$ cat src/rtl/i2c_reg_sequencer_if.sv
// Host request/response and byte-engine command/done bundle for i2c_reg_sequencer.
// slave = sequencer view, master = host + byte-engine view.
interface i2c_reg_sequencer_if;
  logic       req_valid, req_ready, req_rw;
  logic [6:0] req_dev;
  logic [7:0] req_reg, req_wdata;
  logic       rsp_valid, rsp_ready;
  logic [7:0] rsp_rdata;
  logic       rsp_nack, rsp_timeout;
  logic       cmd_valid, cmd_ready;
  logic [2:0] cmd_op;
  logic [7:0] cmd_tx;
  logic       cmd_mack;
  logic       done_valid;
  logic [8:0] done_rx;

  modport slave (
    input  req_valid, req_rw, req_dev, req_reg, req_wdata, rsp_ready,
           cmd_ready, done_valid, done_rx,
    output req_ready, rsp_valid, rsp_rdata, rsp_nack, rsp_timeout,
           cmd_valid, cmd_op, cmd_tx, cmd_mack
  );
  modport master (
    output req_valid, req_rw, req_dev, req_reg, req_wdata, rsp_ready,
           cmd_ready, done_valid, done_rx,
    input  req_ready, rsp_valid, rsp_rdata, rsp_nack, rsp_timeout,
           cmd_valid, cmd_op, cmd_tx, cmd_mack
  );
endinterface

$ cat src/rtl/i2c_reg_sequencer.sv
// Turns single-register I2C read/write requests into byte-engine command sequences.
// Optional command watchdog: define I2C_SEQ_TIMEOUT_EN.
module i2c_reg_sequencer #(
  parameter logic [15:0] CMD_TIMEOUT = 16'hFFFF
) (
  input logic             CLK,
  input logic             RST_N,
  i2c_reg_sequencer_if.slave bus
);
  typedef enum logic [3:0] {
    S_IDLE, S_START, S_DEVW, S_REG, S_WDATA, S_RSTART, S_DEVR, S_RDATA, S_STOP, S_RESP
  } state_t;

  localparam logic [2:0] OP_START = 3'd0, OP_WRITE = 3'd1, OP_READ = 3'd2,
                         OP_STOP  = 3'd3, OP_RESTART = 3'd4;

  state_t     r_state;
  logic       r_wait;
  logic       r_rw;
  logic [6:0] r_dev;
  logic [7:0] r_reg, r_wdata;
  logic       r_cmd_valid, r_cmd_mack, r_rsp_valid, r_rsp_nack;
  logic [2:0] r_cmd_op;
  logic [7:0] r_cmd_tx, r_rsp_rdata;

  state_t     w_next, w_adv;
  logic       w_nack, w_tmo;
  logic [2:0] w_op;
  logic [7:0] w_tx;

`ifdef I2C_SEQ_TIMEOUT_EN
  logic [15:0] r_wdog;
  logic        r_tmo;

  assign w_tmo = r_wait && (r_wdog == CMD_TIMEOUT);

  always_ff @(posedge CLK or negedge RST_N) begin
    if (!RST_N) begin
      r_wdog <= '0;
      r_tmo  <= 1'b0;
    end else begin
      if (r_cmd_valid && bus.cmd_ready)
        r_wdog <= '0;
      else if (r_wait && r_wdog != 16'hFFFF)
        r_wdog <= r_wdog + 16'd1;
      if (r_state == S_IDLE && bus.req_valid)
        r_tmo <= 1'b0;
      else if (w_tmo && !bus.done_valid)
        r_tmo <= 1'b1;
    end
  end
  assign bus.rsp_timeout = r_tmo;
`else
  assign w_tmo           = 1'b0;
  assign bus.rsp_timeout = 1'b0;
`endif

  // Successor of the current command state once its done arrives; a NACK always routes via STOP.
  always_comb begin
    w_nack = 1'b0;
    w_next = S_STOP;
    case (r_state)
      S_START:  w_next = S_DEVW;
      S_DEVW:   begin w_nack = bus.done_rx[0]; w_next = w_nack ? S_STOP : S_REG; end
      S_REG:    begin
        w_nack = bus.done_rx[0];
        w_next = w_nack ? S_STOP : (r_rw ? S_RSTART : S_WDATA);
      end
      S_WDATA:  begin w_nack = bus.done_rx[0]; w_next = S_STOP; end
      S_RSTART: w_next = S_DEVR;
      S_DEVR:   begin w_nack = bus.done_rx[0]; w_next = w_nack ? S_STOP : S_RDATA; end
      S_RDATA:  w_next = S_STOP;
      S_STOP:   w_next = S_RESP;
      default:  w_next = S_STOP;
    endcase

    if (bus.done_valid)        w_adv = w_next;
    else if (r_state == S_STOP) w_adv = S_RESP;
    else                        w_adv = S_STOP;

    w_op = OP_STOP;
    w_tx = 8'h00;
    case (w_adv)
      S_DEVW:   begin w_op = OP_WRITE; w_tx = {r_dev, 1'b0}; end
      S_REG:    begin w_op = OP_WRITE; w_tx = r_reg; end
      S_WDATA:  begin w_op = OP_WRITE; w_tx = r_wdata; end
      S_RSTART: w_op = OP_RESTART;
      S_DEVR:   begin w_op = OP_WRITE; w_tx = {r_dev, 1'b1}; end
      S_RDATA:  w_op = OP_READ;
      default:  w_op = OP_STOP;
    endcase
  end

  always_ff @(posedge CLK or negedge RST_N) begin
    if (!RST_N) begin
      r_state     <= S_IDLE;
      r_wait      <= 1'b0;
      r_rw        <= 1'b0;
      r_dev       <= '0;
      r_reg       <= '0;
      r_wdata     <= '0;
      r_cmd_valid <= 1'b0;
      r_cmd_op    <= OP_START;
      r_cmd_tx    <= '0;
      r_cmd_mack  <= 1'b0;
      r_rsp_valid <= 1'b0;
      r_rsp_rdata <= '0;
      r_rsp_nack  <= 1'b0;
    end else begin
      case (r_state)
        S_IDLE: if (bus.req_valid) begin
          r_rw        <= bus.req_rw;
          r_dev       <= bus.req_dev;
          r_reg       <= bus.req_reg;
          r_wdata     <= bus.req_wdata;
          r_state     <= S_START;
          r_wait      <= 1'b0;
          r_cmd_valid <= 1'b1;
          r_cmd_op    <= OP_START;
          r_cmd_tx    <= '0;
          r_cmd_mack  <= 1'b0;
          r_rsp_rdata <= '0;
          r_rsp_nack  <= 1'b0;
        end
        S_RESP: if (bus.rsp_ready) begin
          r_rsp_valid <= 1'b0;
          r_state     <= S_IDLE;
        end
        default: begin
          if (!r_wait) begin
            if (bus.cmd_ready) begin
              r_cmd_valid <= 1'b0;
              r_wait      <= 1'b1;
            end
          end else if (bus.done_valid || w_tmo) begin
            r_wait  <= 1'b0;
            r_state <= w_adv;
            if (bus.done_valid && w_nack) r_rsp_nack <= 1'b1;
            // Read data survives only a clean completion; a watchdog expiry clears it.
            if (!bus.done_valid)          r_rsp_rdata <= '0;
            else if (r_state == S_RDATA)  r_rsp_rdata <= bus.done_rx[8:1];
            if (w_adv == S_RESP) begin
              r_rsp_valid <= 1'b1;
            end else begin
              r_cmd_valid <= 1'b1;
              r_cmd_op    <= w_op;
              r_cmd_tx    <= w_tx;
              r_cmd_mack  <= (w_adv == S_RDATA);
            end
          end
        end
      endcase
    end
  end

  assign bus.req_ready = (r_state == S_IDLE);
  assign bus.cmd_valid = r_cmd_valid;
  assign bus.cmd_op    = r_cmd_op;
  assign bus.cmd_tx    = r_cmd_tx;
  assign bus.cmd_mack  = r_cmd_mack;
  assign bus.rsp_valid = r_rsp_valid;
  assign bus.rsp_rdata = r_rsp_rdata;
  assign bus.rsp_nack  = r_rsp_nack;
endmodule
$ cat src/flat_wrapper.sv
// flat-port wrapper written by rule: the top's interface ports become plain ports
module i2c_reg_sequencer_flat 
#(
  parameter logic [15:0] CMD_TIMEOUT = 16'hFFFF
)
  (CLK, RST_N, bus_req_valid, bus_req_rw, bus_req_dev, bus_req_reg, bus_req_wdata, bus_rsp_ready, bus_cmd_ready, bus_done_valid, bus_done_rx, bus_req_ready, bus_rsp_valid, bus_rsp_rdata, bus_rsp_nack, bus_rsp_timeout, bus_cmd_valid, bus_cmd_op, bus_cmd_tx, bus_cmd_mack);
  i2c_reg_sequencer_if bus_i ();
  input logic CLK;
  input logic RST_N;
  input wire logic [$bits(bus_i.req_valid)-1:0] bus_req_valid;
  input wire logic [$bits(bus_i.req_rw)-1:0] bus_req_rw;
  input wire logic [$bits(bus_i.req_dev)-1:0] bus_req_dev;
  input wire logic [$bits(bus_i.req_reg)-1:0] bus_req_reg;
  input wire logic [$bits(bus_i.req_wdata)-1:0] bus_req_wdata;
  input wire logic [$bits(bus_i.rsp_ready)-1:0] bus_rsp_ready;
  input wire logic [$bits(bus_i.cmd_ready)-1:0] bus_cmd_ready;
  input wire logic [$bits(bus_i.done_valid)-1:0] bus_done_valid;
  input wire logic [$bits(bus_i.done_rx)-1:0] bus_done_rx;
  output wire logic [$bits(bus_i.req_ready)-1:0] bus_req_ready;
  output wire logic [$bits(bus_i.rsp_valid)-1:0] bus_rsp_valid;
  output wire logic [$bits(bus_i.rsp_rdata)-1:0] bus_rsp_rdata;
  output wire logic [$bits(bus_i.rsp_nack)-1:0] bus_rsp_nack;
  output wire logic [$bits(bus_i.rsp_timeout)-1:0] bus_rsp_timeout;
  output wire logic [$bits(bus_i.cmd_valid)-1:0] bus_cmd_valid;
  output wire logic [$bits(bus_i.cmd_op)-1:0] bus_cmd_op;
  output wire logic [$bits(bus_i.cmd_tx)-1:0] bus_cmd_tx;
  output wire logic [$bits(bus_i.cmd_mack)-1:0] bus_cmd_mack;
  assign bus_i.req_valid = bus_req_valid;
  assign bus_i.req_rw = bus_req_rw;
  assign bus_i.req_dev = bus_req_dev;
  assign bus_i.req_reg = bus_req_reg;
  assign bus_i.req_wdata = bus_req_wdata;
  assign bus_i.rsp_ready = bus_rsp_ready;
  assign bus_i.cmd_ready = bus_cmd_ready;
  assign bus_i.done_valid = bus_done_valid;
  assign bus_i.done_rx = bus_done_rx;
  assign bus_req_ready = bus_i.req_ready;
  assign bus_rsp_valid = bus_i.rsp_valid;
  assign bus_rsp_rdata = bus_i.rsp_rdata;
  assign bus_rsp_nack = bus_i.rsp_nack;
  assign bus_rsp_timeout = bus_i.rsp_timeout;
  assign bus_cmd_valid = bus_i.cmd_valid;
  assign bus_cmd_op = bus_i.cmd_op;
  assign bus_cmd_tx = bus_i.cmd_tx;
  assign bus_cmd_mack = bus_i.cmd_mack;
  i2c_reg_sequencer #(.CMD_TIMEOUT(CMD_TIMEOUT)) u_core (.CLK(CLK), .RST_N(RST_N), .bus(bus_i));
endmodule
$ cat config.mk
export PLATFORM = sky130hd
export DESIGN_NAME = i2c_reg_sequencer_flat
export DESIGN_NICKNAME = d
export VERILOG_FILES = /design/src/rtl/i2c_reg_sequencer_if.sv /design/src/rtl/i2c_reg_sequencer.sv /design/src/flat_wrapper.sv
export SDC_FILE = /design/constraint.sdc
export NUM_CORES = 1
export LEC_CHECK = 0
export CAP_MARGIN = 25
export CORE_MARGIN = 10
export CORE_UTILIZATION = 47
export DETAILED_ROUTE_END_ITERATION = 12
export PLACE_DENSITY = 0.75
export SLEW_MARGIN = 20
export SYNTH_ARGS = -nofsm -noshare
export SYNTH_HDL_FRONTEND = slang
export SYNTH_SLANG_ARGS = --single-unit
$ cat constraint.sdc
create_clock -name CLK -period 2.1 [get_ports CLK]
set_input_delay 0.42 -clock CLK [delete_from_list [all_inputs] [get_ports CLK]]
set_output_delay 0.42 -clock CLK [all_outputs]
set_load 0.03 [all_outputs]
==> impl_metrics.csv <==
group,metric,value,unit
power_and_ir_drop,switching_share,39.04,%
global_route,grt_overflow,0,
floorplanning,core_region_area,5205,um^2
timing,drv_slew,0,
power_and_ir_drop,p_seq_share,38.6,%
timing,skew,4.094,ps
global_route,antenna_found_initial,0,
timing,setup_violations,0,
synthesis,synth.ff_latch_count,52,
setup_path,critical_path_depth,4,
global_route,top_usage_layer,"met2",
layout,fin_nets,369,
power_and_ir_drop,pwr-share-clk,13.7,%
setup_path,cp-start-kind,"flop",
setup_path,critPathKind,"flop to output port",
synthesis,synth_nets,289,
synthesis,synth.top_cell.area_share,50.34,%
synthesis,postSynthAreaPerCell,10.34,um^2
synthesis,ys_warn_count,0,
timing,period_minus_slack,1970,ps
setup_path,crit_path_max_fanout,15,
floorplanning,rows,26,
setup_path,timing.rr.end,"u_core.bus.cmd_tx[6]",
setup_path,crit_arrival,1550,ps
detailed_routing,num_vias,2112,
cts,cts_buffer_depth,2,
layout,finalNonFillerCells,401,
synthesis,synth_top_area_cell,"dfrtp_1",
detailed_routing,vias_per_cell,5.267,
timing,rsz0062_at_grt,"false",
synthesis,syn_inst,250,
cts,ctsHoldBuffers,0,
cts,cts.sinks,52,
layout,layout-drive-gt1-share,20.24,%
floorplanning,fp.dieH,94.16,um
timing,finalHoldViolCount,0,
detailed_routing,firstDrtPassIters,4,
place,post-dp-hpwl,4928,um
global_route,gr-usage-met1,18.79,%
global_route,grt_start_max_net_pins,26,
timing,setup_ws,130.1,ps
detailed_routing,totalWireLength,6190,um
setup_path,path_cells,"nor3_4 > nand2b_1 > inv_4 > buf_4",
place,post-place-ws,-154.8,ps
synthesis,postSynth.asyncResetShare,100.0,%
synthesis,ys_types,50,
layout,fillCellCount,422,
timing,max_clock_freq,507.6,MHz
cts,clk_latency,300,ps
setup_path,worstRegToRegCells,5,
power_and_ir_drop,ir_worst_vdd,560.5,uV
cts,clkTransAtPathRegs,90,ps
setup_path,crit_path_end,"bus_req_ready",
floorplanning,start_util,49.66,%
cts,tritoncts,"done",
timing,holdWs,51.20,ps
power_and_ir_drop,power_per_cell_area,1242,nW/um^2
setup_path,crit_required,1680,ps
setup_path,rrSetupSlack,250,ps
setup_path,crit_buf_inv,2,
layout,stdcell_area,3500,um^2
worst_hold_path,hold_class,"primary input to async pin",
layout,layout_commonest_cell,"clkdlybuf4s50_1",
floorplanning,dieArea,8866,um^2
place,dp.cells,392,
setup_path,crit_start,"u_core.r_state[1]",
power_and_ir_drop,p_switching,0.001696,W
setup_path,crit_path_top_delay_cell,"dfrtp_2",
power_and_ir_drop,total_power,0.004345,W
global_route,grt_pass1_wl,10500,um
timing,period_share,93.81,%
setup_path,slowest_delay,530,ps
layout,layout_common_cells,"60 x clkdlybuf4s50_1, 50 x dfrtp_1, 27 x inv_1",
layout,antenna_cells,0,
setup_path,reg2reg_from,"u_core.r_state[3]",
floorplanning,io_pins,64,
run_status,outcome,"finished, final reports clean",
power_and_ir_drop,p_int,0.002649,W
detailed_routing,drt_iter0_markers,79,
setup_path,critPathTopFamily,"flip-flops",
detailed_routing,post_drt_wl_per_cell,15.44,um
place,placed_area,3396,um^2
power_and_ir_drop,p_leak,1.524,nW
synthesis,synth-edff-count,0,
global_route,grtUsageTotal,14.45,%
synthesis,syn_area,2585,um^2
place,gp_congestion,0.9051,
global_route,use_met3,3.677,%
synthesis,synth_area_leaders,"dfrtp_1 50%, mux2_2 8.3%, inv_1 3.9%",
global_route,use_met2,22.77,%
cts,cts_root_buf,"clkbuf_8",
floorplanning,die_w,94.16,um
flow_run,drv_cap,0,
detailed_routing,ant_nets,0,
setup_path,cp-end-kind,"output port",
power_and_ir_drop,p_comb_share,47.8,%
layout,syn_to_final_growth,35.38,%
synthesis,synthFlopType,"dfrtp_1",
cts,h-tree-depth,2,
global_route,first_global_vias,2140,
place,io_buffers,62,
cts,cts_buffers,5,
detailed_routing,drc,0,
synthesis,synth.yosys.seq_area_share,50.34,%
[synthesized netlist by cell type, types with 2 or more instances]
master and instances:
nor2b_1 3, inv_1 27, nor3_1 2, o21ai_1 10
o21ai_0 16, mux2_1 6, nand2_1 18, o21a_1 2
o22ai_1 2, dfrtp_1 52, nor4b_1 2, buf_2 6
mux2i_1 2, nor2_1 12, a311oi_1 7, nor4_1 7
nand4_1 2, nand3_1 8, mux2_2 19, a31oi_1 2
a21oi_1 5, or4b_1 2, nor3b_1 2, buf_4 4
a22o_1 2, buf_6 3, and2_1 3, nand2b_1 2
[worst min path at each step]
stage / endpoint / slack [ps] / cells after the start
floorplan: u_core.bus.cmd_mack / 120 / 0
detailed placement: u_core.bus.rsp_valid / 400 / 1
global route: u_core.r_dev[6] / 80 / 1
global placement: u_core.bus.rsp_valid / 400 / 1
CTS: u_core.bus.rsp_rdata[7] / 70 / 1
finish: u_core.bus.rsp_valid / 50 / 1
[what timing repair did]
action,in CTS,in global routing
buffers inserted,0,1
resized for setup,0,2
endpoints found under the setup margin,0,6
[power by group through the flow]
stage | Combinational, W | Sequential [W] | Clock, W
5_1_grt | 0.00228 | 0.00172 | 0.000656
6_report | 0.00207 | 0.00168 | 0.000595
4_1_cts | 0.00208 | 0.00168 | 0.000609
3_3_place_gp | 0.00203 | 0.00167 | 0
3_5_place_dp | 0.00208 | 0.00170 | 0
2_1_floorplan | 0.00124 | 0.00177 | 0
[metrics by stage]
stage	util [%]	TNS, ps
after floorplan	-	0
after global placement	65.24	-624.1
after detailed placement	65.24	-979.4
after CTS	67.04	0
after global routing	67.24	0
final	67.24	0
[final cells by class]
| type | count | area, um^2 | area share [%] |
|---|---|---|---|
| clock inverters | 1 | 7.507 | 0.2145 |
| inverters | 28 | 107.6 | 3.075 |
| clock buffers | 7 | 86.33 | 2.467 |
| repair buffers | 88 | 833.3 | 23.81 |
| well taps | 70 | 87.58 | 2.503 |
| multi-input cells | 155 | 1074 | 30.68 |
| flip-flops and latches | 52 | 1304 | 37.25 |
[logic make-up (layout without fill, tap and decap cells)]
group | Yosys count | in the layout | synth area share (%)
buffers and inverters | 43 | 124 | 8.132
other | 1 | 1 | 0.1451
AND/OR/NAND/NOR | 72 | 72 | 15.68
flip-flops | 52 | 52 | 50.34
AO/OA/AOI/OAI | 54 | 54 | 13.70
multiplexers | 27 | 27 | 11.67
XOR/XNOR | 1 | 1 | 0.3389
[layer usage]
| metal | vias up | wire, um |
|---|---|---|
| li1 | 1027 | - |
| met1 | 1001 | 2639 |
| met2 | 73 | 2991 |
| met3 | 11 | 451 |
| met4 | 0 | 108 |
| met5 | - | 0 |
Note: power is estimated with default switching activity, not from simulation.
